==> src/rtl/rca_seq_ctrl.sv <==
// Multi-precision add/subtract sequencer. A WIDTH-bit operand pair is pushed
// through a single 4-bit ripple-carry slice, one nibble per cycle, LSB first,
// with the inter-nibble carry held in a register. Results (sum, carry-out,
// signed overflow) are published with a start/busy/done handshake.

// 4-bit ripple-carry slice. Besides the carry out of bit 3 it exposes the
// carry into bit 3, which the controller needs for signed overflow when this
// slice is working on the most significant nibble.
module rca4_slice (
    input  logic [3:0] a,
    input  logic [3:0] b,
    input  logic       ci,
    output logic [3:0] s,
    output logic       c3,
    output logic       co
);

    logic [4:0] c;

    // Full-adder chain, bit 0 to bit 3.
    always_comb begin
        // NOTE: combinational blocks use blocking '=' so each stage sees the carry
        // just computed by the stage below it; every output gets a default first
        // so no path through the block can infer a latch.
        c    = '0;
        s    = '0;
        c[0] = ci;
        for (int i = 0; i < 4; i++) begin
            s[i]     = a[i] ^ b[i] ^ c[i];
            c[i + 1] = (a[i] & b[i]) | (c[i] & (a[i] ^ b[i]));
        end
        c3 = c[3];
        co = c[4];
    end

endmodule

// Sequencer around the slice. WIDTH must be a multiple of 4 and at least 4.
module rca_seq_ctrl #(
    parameter int WIDTH = 16
) (
    input  logic             clk,
    input  logic             rst,
    input  logic             start,
    input  logic             sub,
    input  logic [WIDTH-1:0] a,
    input  logic [WIDTH-1:0] b,
    input  logic             cin,
    output logic             busy,
    output logic             done,
    output logic [WIDTH-1:0] s,
    output logic             cout,
    output logic             ovf
);

    // Derived nibble count; fixed by WIDTH, deliberately not a parameter.
    localparam int NIB = WIDTH / 4;
    // Counter width, kept at least one bit so WIDTH=4 still has a real counter.
    localparam int CW  = (NIB > 1) ? $clog2(NIB) : 1;

    typedef enum logic [1:0] {
        S_IDLE = 2'd0,
        S_RUN  = 2'd1,
        S_DONE = 2'd2
    } state_t;

    state_t           state_q, state_d;
    logic [CW-1:0]    cnt_q, cnt_d;       // nibble index k during RUN
    logic             carry_q, carry_d;   // carry between nibbles
    logic [WIDTH-1:0] a_q, a_d;           // operand A, shifted right one nibble per RUN cycle
    logic [WIDTH-1:0] b_q, b_d;           // operand B' (already inverted for subtract), shifted likewise
    logic [WIDTH-1:0] r_q, r_d;           // result nibbles enter at the top and shift down
    logic [WIDTH-1:0] s_q, s_d;
    logic             cout_q, cout_d;
    logic             ovf_q, ovf_d;

    logic [3:0]       nib_sum;
    logic             nib_c3;
    logic             nib_co;
    logic             last_nib;

    // The current nibble always sits in the low four bits of the operand shifters.
    rca4_slice u_slice (
        .a  (a_q[3:0]),
        .b  (b_q[3:0]),
        .ci (carry_q),
        .s  (nib_sum),
        .c3 (nib_c3),
        .co (nib_co)
    );

    assign last_nib = (cnt_q == CW'(NIB - 1));

    // Next-state, datapath update and output-register load.
    always_comb begin
        state_d = state_q;
        cnt_d   = cnt_q;
        carry_d = carry_q;
        a_d     = a_q;
        b_d     = b_q;
        r_d     = r_q;
        s_d     = s_q;
        cout_d  = cout_q;
        ovf_d   = ovf_q;

        unique case (state_q)
            S_IDLE, S_DONE: begin
                state_d = S_IDLE;
                if (start) begin
                    // Subtract is a + ~b + ~cin: inverting cin turns a borrow-in
                    // into the missing +1 of the two's complement.
                    a_d     = a;
                    b_d     = sub ? ~b : b;
                    carry_d = sub ? ~cin : cin;
                    cnt_d   = '0;
                    r_d     = '0;
                    state_d = S_RUN;
                end
            end

            S_RUN: begin
                a_d                 = a_q >> 4;
                b_d                 = b_q >> 4;
                r_d                 = r_q >> 4;
                r_d[WIDTH-1 -: 4]   = nib_sum;
                carry_d             = nib_co;
                if (last_nib) begin
                    // The slice is on the MSB nibble: its carry-in to bit 3 is the
                    // carry into bit WIDTH-1.
                    cnt_d   = '0;
                    s_d     = r_d;
                    cout_d  = nib_co;
                    ovf_d   = nib_c3 ^ nib_co;
                    state_d = S_DONE;
                end else begin
                    cnt_d = cnt_q + CW'(1);
                end
            end

            default: begin
                state_d = S_IDLE;
            end
        endcase
    end

    // State and datapath registers with synchronous reset.
    always_ff @(posedge clk) begin
        // NOTE: sequential state uses non-blocking '<=' so all registers update
        // together from values sampled before the edge; every register, datapath
        // included, is cleared so an aborted operation leaves no residue.
        if (rst) begin
            state_q <= S_IDLE;
            cnt_q   <= '0;
            carry_q <= 1'b0;
            a_q     <= '0;
            b_q     <= '0;
            r_q     <= '0;
            s_q     <= '0;
            cout_q  <= 1'b0;
            ovf_q   <= 1'b0;
        end else begin
            state_q <= state_d;
            cnt_q   <= cnt_d;
            carry_q <= carry_d;
            a_q     <= a_d;
            b_q     <= b_d;
            r_q     <= r_d;
            s_q     <= s_d;
            cout_q  <= cout_d;
            ovf_q   <= ovf_d;
        end
    end

    assign busy = (state_q == S_RUN);
    assign done = (state_q == S_DONE);
    assign s    = s_q;
    assign cout = cout_q;
    assign ovf  = ovf_q;

endmodule

==> config.mk <==
export PLATFORM = sky130hd
export DESIGN_NAME = rca_seq_ctrl
export DESIGN_NICKNAME = d
export VERILOG_FILES = /design/src/rtl/rca_seq_ctrl.sv
export SDC_FILE = /design/constraint.sdc
export NUM_CORES = 1
export LEC_CHECK = 0
export ABC_AREA = 0
export BUFFER_PORTS_ARGS = -buffer_cell sky130_fd_sc_hd__buf_4
export CORE_MARGIN = 5
export CORE_UTILIZATION = 32
export DETAILED_ROUTE_END_ITERATION = 16
export GPL_TIMING_DRIVEN = 1
export HOLD_SLACK_MARGIN = 0.08
export PLACE_DENSITY = 0.54
export SETUP_SLACK_MARGIN = 0.3
export SYNTH_ARGS = -nofsm -noshare
export SYNTH_HDL_FRONTEND = slang
export SYNTH_SLANG_ARGS = --single-unit
==> constraint.sdc <==
create_clock -name clk -period 2.9 [get_ports clk]
set_input_delay 0.435 -clock clk [delete_from_list [all_inputs] [get_ports clk]]
set_output_delay 0.435 -clock clk [all_outputs]
set_load 0.02 [all_outputs]
# [Word-level counts from Yosys, hierarchy flattened]
# Cells that the tools add are included.
[word_totals] ff_bits=71
[op_classes] n_addsub=1 n_eq_ne=5 muxes=16 bitwise_logic=23 reduce_logical=5
[ops] cell="one-hot mux 16 bit (2 select lines)" n=3
[ops] cell="two-way mux 16 bit" n=4
[ops] cell="NOT 16 bit" n=1
[ops] cell="XOR 1 bit" n=9
[ops] cell="AND 1 bit" n=8
[ops] cell="one-hot mux 2 bit (2 select lines)" n=2
[ops] cell="two-way mux 2 bit" n=3
[ops] cell="== test 2 bit (second input constant)" n=2
[ops] cell="bitwise OR 1 bit" n=4
[ops] cell="AND reduction 2 bit" n=2
[ops] cell="two-way mux 1 bit" n=3
[ops] cell="adder 2 x 1 -> 2 bit (second input constant)" n=1
[ops] cell="== test 2 x 1 -> 1 bit (second input constant)" n=1
[ops] cell="zero test 2 bit" n=1
[ops] cell="inequality test 2 x 1 -> 1 bit (second input constant)" n=1
[ops] cell="inequality test 2 bit (second input constant)" n=1
[ops] cell="one-hot mux 1 bit (2 select lines)" n=1
[ops] cell="nonzero test 2 bit" n=1
[ops] cell="OR reduction 2 bit" n=1
[ops] cell="NOT 1 bit" n=1

# [Logic depth before layout (Yosys ltp)]
# Gate-level depths: netlist of run 1.
[logic_depth] depth_word=10 depth_mapped=10

# [Modules after synthesis]
# From an unflattened synthesis of run 1, not the netlist that was laid out.
[unflattened] hier_cells=332 area_unflattened_um2=2935.3
[by_module_without_submodules] module="rca_seq_ctrl" n_inst=1 cells_per_inst=320 area_per_inst_um2=2825.2
[by_module_without_submodules] module="rca4_slice" n_inst=1 cells_per_inst=12 area_per_inst_um2=110.1

# [Least setup slack after synthesis of run 1]
# OpenSTA, ideal clock, no wires.
[synth_path] path_type="flip-flop to flip-flop" from="register carry_q" to="register r_q[15]" setup_ps=70 arrival_ps=2048 required_ps=2830 path_slack_ps=782 stages_incl_launch_ff=10 n_path_buf=0 cell_sequence="dfxtp_1 > inv_1 > fa_1 > inv_1 > fa_1 > fa_1 > inv_1 > fa_1 > nand2b_1 > a21oi_1"
[synth_via] elab_chain_len=8
[synth_lines] element="from (decl)" line="69" source="logic carry_q, carry_d;"
[synth_lines] element="from (signal assigned)" line="164" source="carry_q <= carry_d;"
[synth_lines] element="AND 1 bit" line="30" source="c[i + 1] = (a[i] & b[i]) | (c[i] & (a[i] ^ b[i]));"
[synth_lines] element="bitwise OR 1 bit" line="30"
[synth_lines] element="AND 1 bit" line="30"
[synth_lines] element="bitwise OR 1 bit" line="30"
[synth_lines] element="AND 1 bit" line="30"
[synth_lines] element="bitwise OR 1 bit" line="30"
[synth_lines] element="XOR 1 bit" line="29" source="s[i] = a[i] ^ b[i] ^ c[i];"
[synth_lines] element="one-hot mux 16 bit (2 select lines)" line="106" source="unique case (state_q)"
[synth_lines] element="to (signal assigned)" line="167" source="r_q <= r_d;"
[synth_lines] element="to (decl)" line="72" source="logic [WIDTH-1:0] r_q, r_d;"
# No other way between the ends.
# A chain may end at the register's enable or synchronous reset.

# [Final worst setup path of run 1]
# Same ends and word-level chain as after synthesis.

==> results of run 1 <==
==> power by group <==
group / switching (mW) / leakage (nW) / internal (mW)
Clock: 0.359 / 0.133 / 0.683
Sequential: 0.0250 / 0.546 / 0.961
Combinational: 0.143 / 0.652 / 0.0992
Total: 0.527 / 1.33 / 1.74
==> cells in the final DEF (no fill, tap or decap), types with 2 or more instances in the layout <==
cell / netlist / layout
nand2b_2: 0 / 2
nand2_1: 49 / 49
dfxtp_1: 67 / 67
a21oi_2: 2 / 2
clkbuf_8: 0 / 10
a21oi_1: 59 / 59
a211oi_1: 3 / 3
nor2_1: 6 / 6
bufinv_16: 0 / 4
xor2_1: 17 / 17
fa_1: 4 / 4
nand2b_1: 4 / 2
a22oi_1: 16 / 16
inv_1: 7 / 7
a22oi_2: 8 / 8
nand3_1: 46 / 46
buf_4: 6 / 59
==> flip-flops by register name, summed over array words and instances (netlist names) <==
signal   flops
state_q      2
r_q         12
cout         1
a_q         16
ovf          1
carry_q      1
cnt_q        2
b_q         16
s           16
==> logic make-up after synthesis <==
kind of cell             after synthesis  synth area share (%)
AO/OA/AOI/OAI                         91                  20.0
XOR/XNOR                              18                  5.45
adder cells (fa/ha/maj)                5                  3.20
buffers and inverters                 39                  7.82
flip-flops                            67                  46.3
AND/OR/NAND/NOR                      110                  17.2
==> stage by stage <==
step | worst slack, ns | total power, mW | area [µm²] | instances
6_report | 0.608 | 2.27 | 3560 | 482
5_1_grt | 0.486 | 2.37 | 3560 | 482
4_1_cts | 0.604 | 2.30 | 3560 | 482
3_5_place_dp | 0.676 | 1.25 | 3280 | 466
3_3_place_gp | 0.698 | 1.25 | 3280 | 466
2_1_floorplan | 0.782 | 1.18 | 2900 | 330
==> cell type report <==
type,count,area (µm²),area share (%)
timing repair buffer,59,443,12.4
tap,108,135,3.80
sequential,67,1340,37.7
clock buffer,10,138,3.87
multi-input combinational,224,1340,37.5
inverter,8,30.0,0.844
clock inverter,6,136,3.83
==> routing by layer <==
layer	share of wire, %	wire, µm
met5	0	0
met4	0.92	62
met3	5.7	386
met2	46	3110
met1	47	3190
==> how the worst max path moves through the flow <==
stage,from,to,depth (start not counted)
5_1_grt,a_q[0],r_q[15],9
3_5_place_dp,carry_q,r_q[15],9
4_1_cts,carry_q,r_q[15],9
6_report,carry_q,r_q[15],9
3_3_place_gp,carry_q,r_q[15],9
2_1_floorplan,carry_q,r_q[15],9
==> worst reg2reg max path, stage by stage (launching register included) <==
cell      delay (ns)
dfxtp_1         0.31
inv_1           0.07
fa_1            0.16
inv_1           0.05
fa_1            0.37
fa_1            0.42
inv_1           0.10
fa_1            0.43
nand2b_1        0.17
a21oi_1         0.14
==> impl_results.md, run 1 <==
- Gate count of the mapped netlist: 330
- WHS: 0.344 ns
- Via/cell ratio: about 4.9
- Largest net degree at the start of global routing: 68
- Reg2reg start: carry_q
- Total core area: 8760 µm²
- Maxcap violations: 0
- P&R area growth vs syn: 22.9%
- H-tree depth: 3
- Final setup fails: 0
- RSZ-0062 raised after global routing: no
- Top Ports: 57
- Worst vdd ir: 0.378 mV
- Layout Nets: between 400 and 500
- Worst reg2reg setup slack: slightly above 0.6 ns
- Clock sinks: 67
- #FFs+latches synth: 67
- Top post-synthesis cells by count: 67 x dfxtp_1, 59 x a21oi_1, 49 x nand2_1
- Crit path capture type: register
- CTS tree: built
- Clock Path Buffers: 2
- Clk pin slew, worst setup/hold paths: 0.07 ns
- Antenna Cells: 0
- First-pass GRT wire length: 11200 µm
- Most numerous cell in the Yosys netlist: dfxtp_1
- Worst r2r dst: r_q[15]
- Final hold vios: 0
- Initial antenna violation count: 0
- Fmax: 436 MHz
- Outcome: completed
- Gpl congestion: 0.726
- CP Launch Type: register
- Clock root buffer: clkbuf_8
- Count of flip-flops with a built-in enable after synthesis: 0
- P per Cell Area: 638 nW/µm²
- Final Slew Violations: 0
- Crit path kind: register to register
- Hold Crit Class: primary input to register
- Least-Margin Pin Slew: 1.01 ns
- Post-synth ARST share: 0%
- Resize count post-CTS: 0
- Synthesized cell area: 2900 µm²
- Synth Area per Inst: 8.77 µm²
- Hold Path Depth: 3
- Grt ovf: 0
- Reg2Reg Depth: 9
- Synth area leaders: dfxtp_1 46%, a21oi_1 10%, nand3_1 8.0%, nand2_1 6.4%, xor2_1 5.1%
- GRT busiest layer: met2
- Number of setup buffers added after CTS: 0
- # hold bufs at CTS: 0
- Sequential element share of the synthesized area: between 40% and 50%
- Grt met2 use: 18.5%
- Hold path startpoint: a[15]
- Sum Neg Setup Slack: 0 ns
- Clock Latency Late Sink: ~0.34 ns
- Vias: 2381
- Slew margin rel.: between 30 and 40%
- Synth unique cells: 29
- FILL cells: 903
- Die Width: 105 µm
- Number of global-route vias before repair: 2246
- CTS buffer count: 9
- CP bufs+invs: 3
- GRT met3 Usage: 4.93%
- Synthesized Nets: 372
- Share of layout cells above drive strength 1: a little under a quarter
- Top-area cell type share of the netlist area: 46.3%
- Crit-path max FO: 2
- Antenna viol nets, final: 0
- Drt drc: 0
- Initial Util: 33.0%
- Global Route Usage Sum: between 10% and 20%
- Pleak: 1.33 nW
- Wire per inst: 14.0 µm
- Largest area contributor in the netlist: dfxtp_1
- CP Cell Sequence: inv_1 -> fa_1 -> inv_1 -> fa_1 -> fa_1 -> inv_1 -> fa_1 -> nand2b_1 -> a21oi_1
- YS warnings: 0
- Skew final: 0.00818 ns
- Max incr delay on CP: about 0.43 ns
- IO Port Bufs: 56
- CP max stage cell: fa_1
- Final period util: about 79%
- CP top delay family: adder cells
- Die H: roughly 110 µm
- Post-Route WL: ~6700 µm
- Minimum clock period: 2.29 ns
- Drt first pass iters: 4
- Worst Path Required: 3.16 ns
- Worst Hold Path EP: a_q[15]
- Final Core Density: 40.6%
- Arrival time worst endpoint: 2.55 ns
- Most common cell on crit path: fa_1
- Die area: 11100 µm²
- Dpl hpwl: ~4200 µm
- Row cnt: 34
- Ys flop type: dfxtp_1
- GR Util met1: 16.7%
- DR iter-0 viols: 76
(Power assumes the default switching activity.)
==> inputs of run 2 (changes only) <==
PLACE_DENSITY = 0.56   (was 0.54)
clock period = 1.9 ns   (was 2.9 ns; I/O delays follow)
==> run 2 against run 1 <==
Effect of this change:
- the flow now finishes with violations (setup timing)
- sequential power increased by 53%
- count of clock-buffer cells in the layout up 3
- sequential share of layout area about the same
- critical path depth did not move
- maximum frequency grew 8.4%
- final area grew 0.32%
- sequential cell count stayed put
- clock power fell by 8%
==> impl_results.md, run 2 (synthesis results as in run 1) <==
- Number of setup buffers added after CTS: 0 (unchanged)
- Multi-input gate area: 1380 µm² (+3.4%)
- P per Cell Area: 805 nW/µm² (+26%)
- CP Depth: 9 (unchanged)
- Outcome: complete, but fails checks
- CTS tree: built
- Row cnt: 34 (unchanged)
- RSZ-0062 raised after global routing: yes
- Reg2Reg Depth: 9 (unchanged)
- Failing checks: setup timing
- DR iter-0 viols: 122 (+61%)
- Sum Neg Setup Slack: -0.600 ns (-0.600 ns)
- First-pass GRT wire length: 11200 µm (+0.31%)
- IO Port Bufs: 56 (unchanged)
- WHS: 0.199 ns (-0.146 ns)
- CP max stage cell: fa_2
- Initial antenna violation count: 0 (unchanged)
- Die H: 105 µm (unchanged)
- Arrival time worst endpoint: 2.38 ns (-0.17 ns)
- Antenna viol nets, final: 0 (unchanged)
- Largest net degree at the start of global routing: 68 (unchanged)
- P&R area growth vs syn: 23.3%
- Die area: 11100 µm² (unchanged)
- Antenna Cells: 0 (unchanged)
- Crit path capture type: register
- Clock root buffer: clkbuf_8
- Worst Path Required: 2.16 ns (-1.00 ns)
- Clock sinks: 67 (unchanged)
- Minimum clock period: 2.11 ns (-0.177 ns)
- Final Slew Violations: 0 (unchanged)
- Crit path kind: register to register
- Hold Crit Class: primary input to register
- Pleak: 1.33 nW (+0.26%)
- Grt ovf: 0 (unchanged)
- Max incr delay on CP: 0.43 ns (about the same)
- Post-Route WL: 6480 µm (-4.0%)
- Slew margin rel.: 52.0% (+19 points)
- Commonest cells after routing, fill and taps aside: 63 x dfxtp_1, 63 x buf_4, 58 x a21oi_1
- Final setup fails: 5 (+5)
- Total core area: 8760 µm² (unchanged)
- Maxcap violations: 0 (unchanged)
- Via/cell ratio: 4.93 (-0.20%)
- FILL cells: 903 (unchanged)
- CP bufs+invs: 3 (unchanged)
- Most common cell on crit path: fa_2
- Top Ports: 57 (unchanged)
- CP Launch Type: register
- Global Route Usage Sum: 12.4% (+0.077 points)
- # hold bufs at CTS: 0 (unchanged)
- CTS buffer count: 9 (unchanged)
- Drt first pass iters: 4 (unchanged)
- Dpl hpwl: 4220 µm (-0.14%)
- Skew final: 0.00381 ns (-0.00437 ns)
- Final hold vios: 0 (unchanged)
- Hold Path Depth: 3 (unchanged)
- Vias: 2396 (+0.63%)
- Wire per inst: 13.3 µm (-4.8%)
- Worst Slack Setup Final: -0.215 ns (-0.823 ns)
- Final period util: 111% (+32 points)
- Fmax: 473 MHz (+8.4%)
- Gpl congestion: 0.737 (+1.5%)
- CP Cell Sequence: inv_2 -> fa_2 -> inv_2 -> fa_2 -> fa_2 -> inv_2 -> fa_2 -> nand2b_4 -> a21oi_2
- Crit-path max FO: 2 (unchanged)
- Initial Util: 33.0% (unchanged)
- Layout Nets: 418 (+1.7%)
- Drt drc: 0 (unchanged)
- CP top delay family: adder cells
- Worst vdd ir: 0.273 mV (-28%)
- Clk pin slew, worst setup/hold paths: 0.06 ns (about the same)
- Clock Path Buffers: 2 (unchanged)
- Clock Latency Late Sink: 0.33 ns (about the same)
- Share of layout cells above drive strength 1: 28.8% (+5.0 points)
- H-tree depth: 3 (unchanged)
- Overall Power: 2.87 mW (+27%)
- Least-Margin Pin Slew: 0.720 ns (-0.286 ns)
- Seq. cell area: 1350 µm² (+0.37%)
- Number of global-route vias before repair: 2300 (+2.4%)
- Die Width: 105 µm (unchanged)
run 2: report_power, final:
part           internal [mW]  leakage (nW)  switching (mW)
logic                  0.178         0.712           0.225
clock network          0.489        0.0754           0.471
registers               1.47         0.547          0.0400
run 2: what timing repair did:
action	CTS	global route
gates cloned	0	0
pin swaps	2	1
gates resized for setup	10	7
endpoints found under the setup margin	9	8
endpoints found under the hold margin	0	0
run 2: per-layer routing:
metal	routed length [µm]	part of all wire [%]	up-vias	GRT usage, %
met2	3020	47	51	18.7
met3	286	4.4	11	3.39
met1	3040	47	1107	16.8
met5	0	0	-	0
li1	-	-	1227	-
met4	129	2.0	0	5.02
run 2: final timing paths:
check | start | to | slack, ns
min | a[14] | a_q[14] | 0.20
max reg2reg | carry_q | r_q[15] | -0.21
max | carry_q | r_q[15] | -0.21
min reg2reg | r_q[6] | s[2] | 0.45
run 2: area by class of cell:
type | count | share of cell area, %
multi-input combinational | 224 | 38.7
clock buffer | 13 | 4.17
sequential | 67 | 37.7
tap | 108 | 3.79
inverter | 8 | 0.981
timing repair buffer | 66 | 14.7
run 2: tightest hold or removal path: stages:
cell and delay (ns):
buf_4 0.11, nand2_1 0.04, a21oi_1 0.05
run 2: through the flow:
| step | std cells | area (µm²) | util, % | worst slack (ns) |
|---|---|---|---|---|
| floorplan | 330 | 2910 | - | -0.162 |
| global placement | 473 | 3370 | 38.5 | -0.222 |
| detailed placement | 473 | 3370 | 38.5 | -0.260 |
| CTS | 486 | 3550 | 40.5 | -0.217 |
| global route | 486 | 3570 | 40.7 | -0.314 |
| finish | 486 | 3570 | 40.7 | -0.215 |
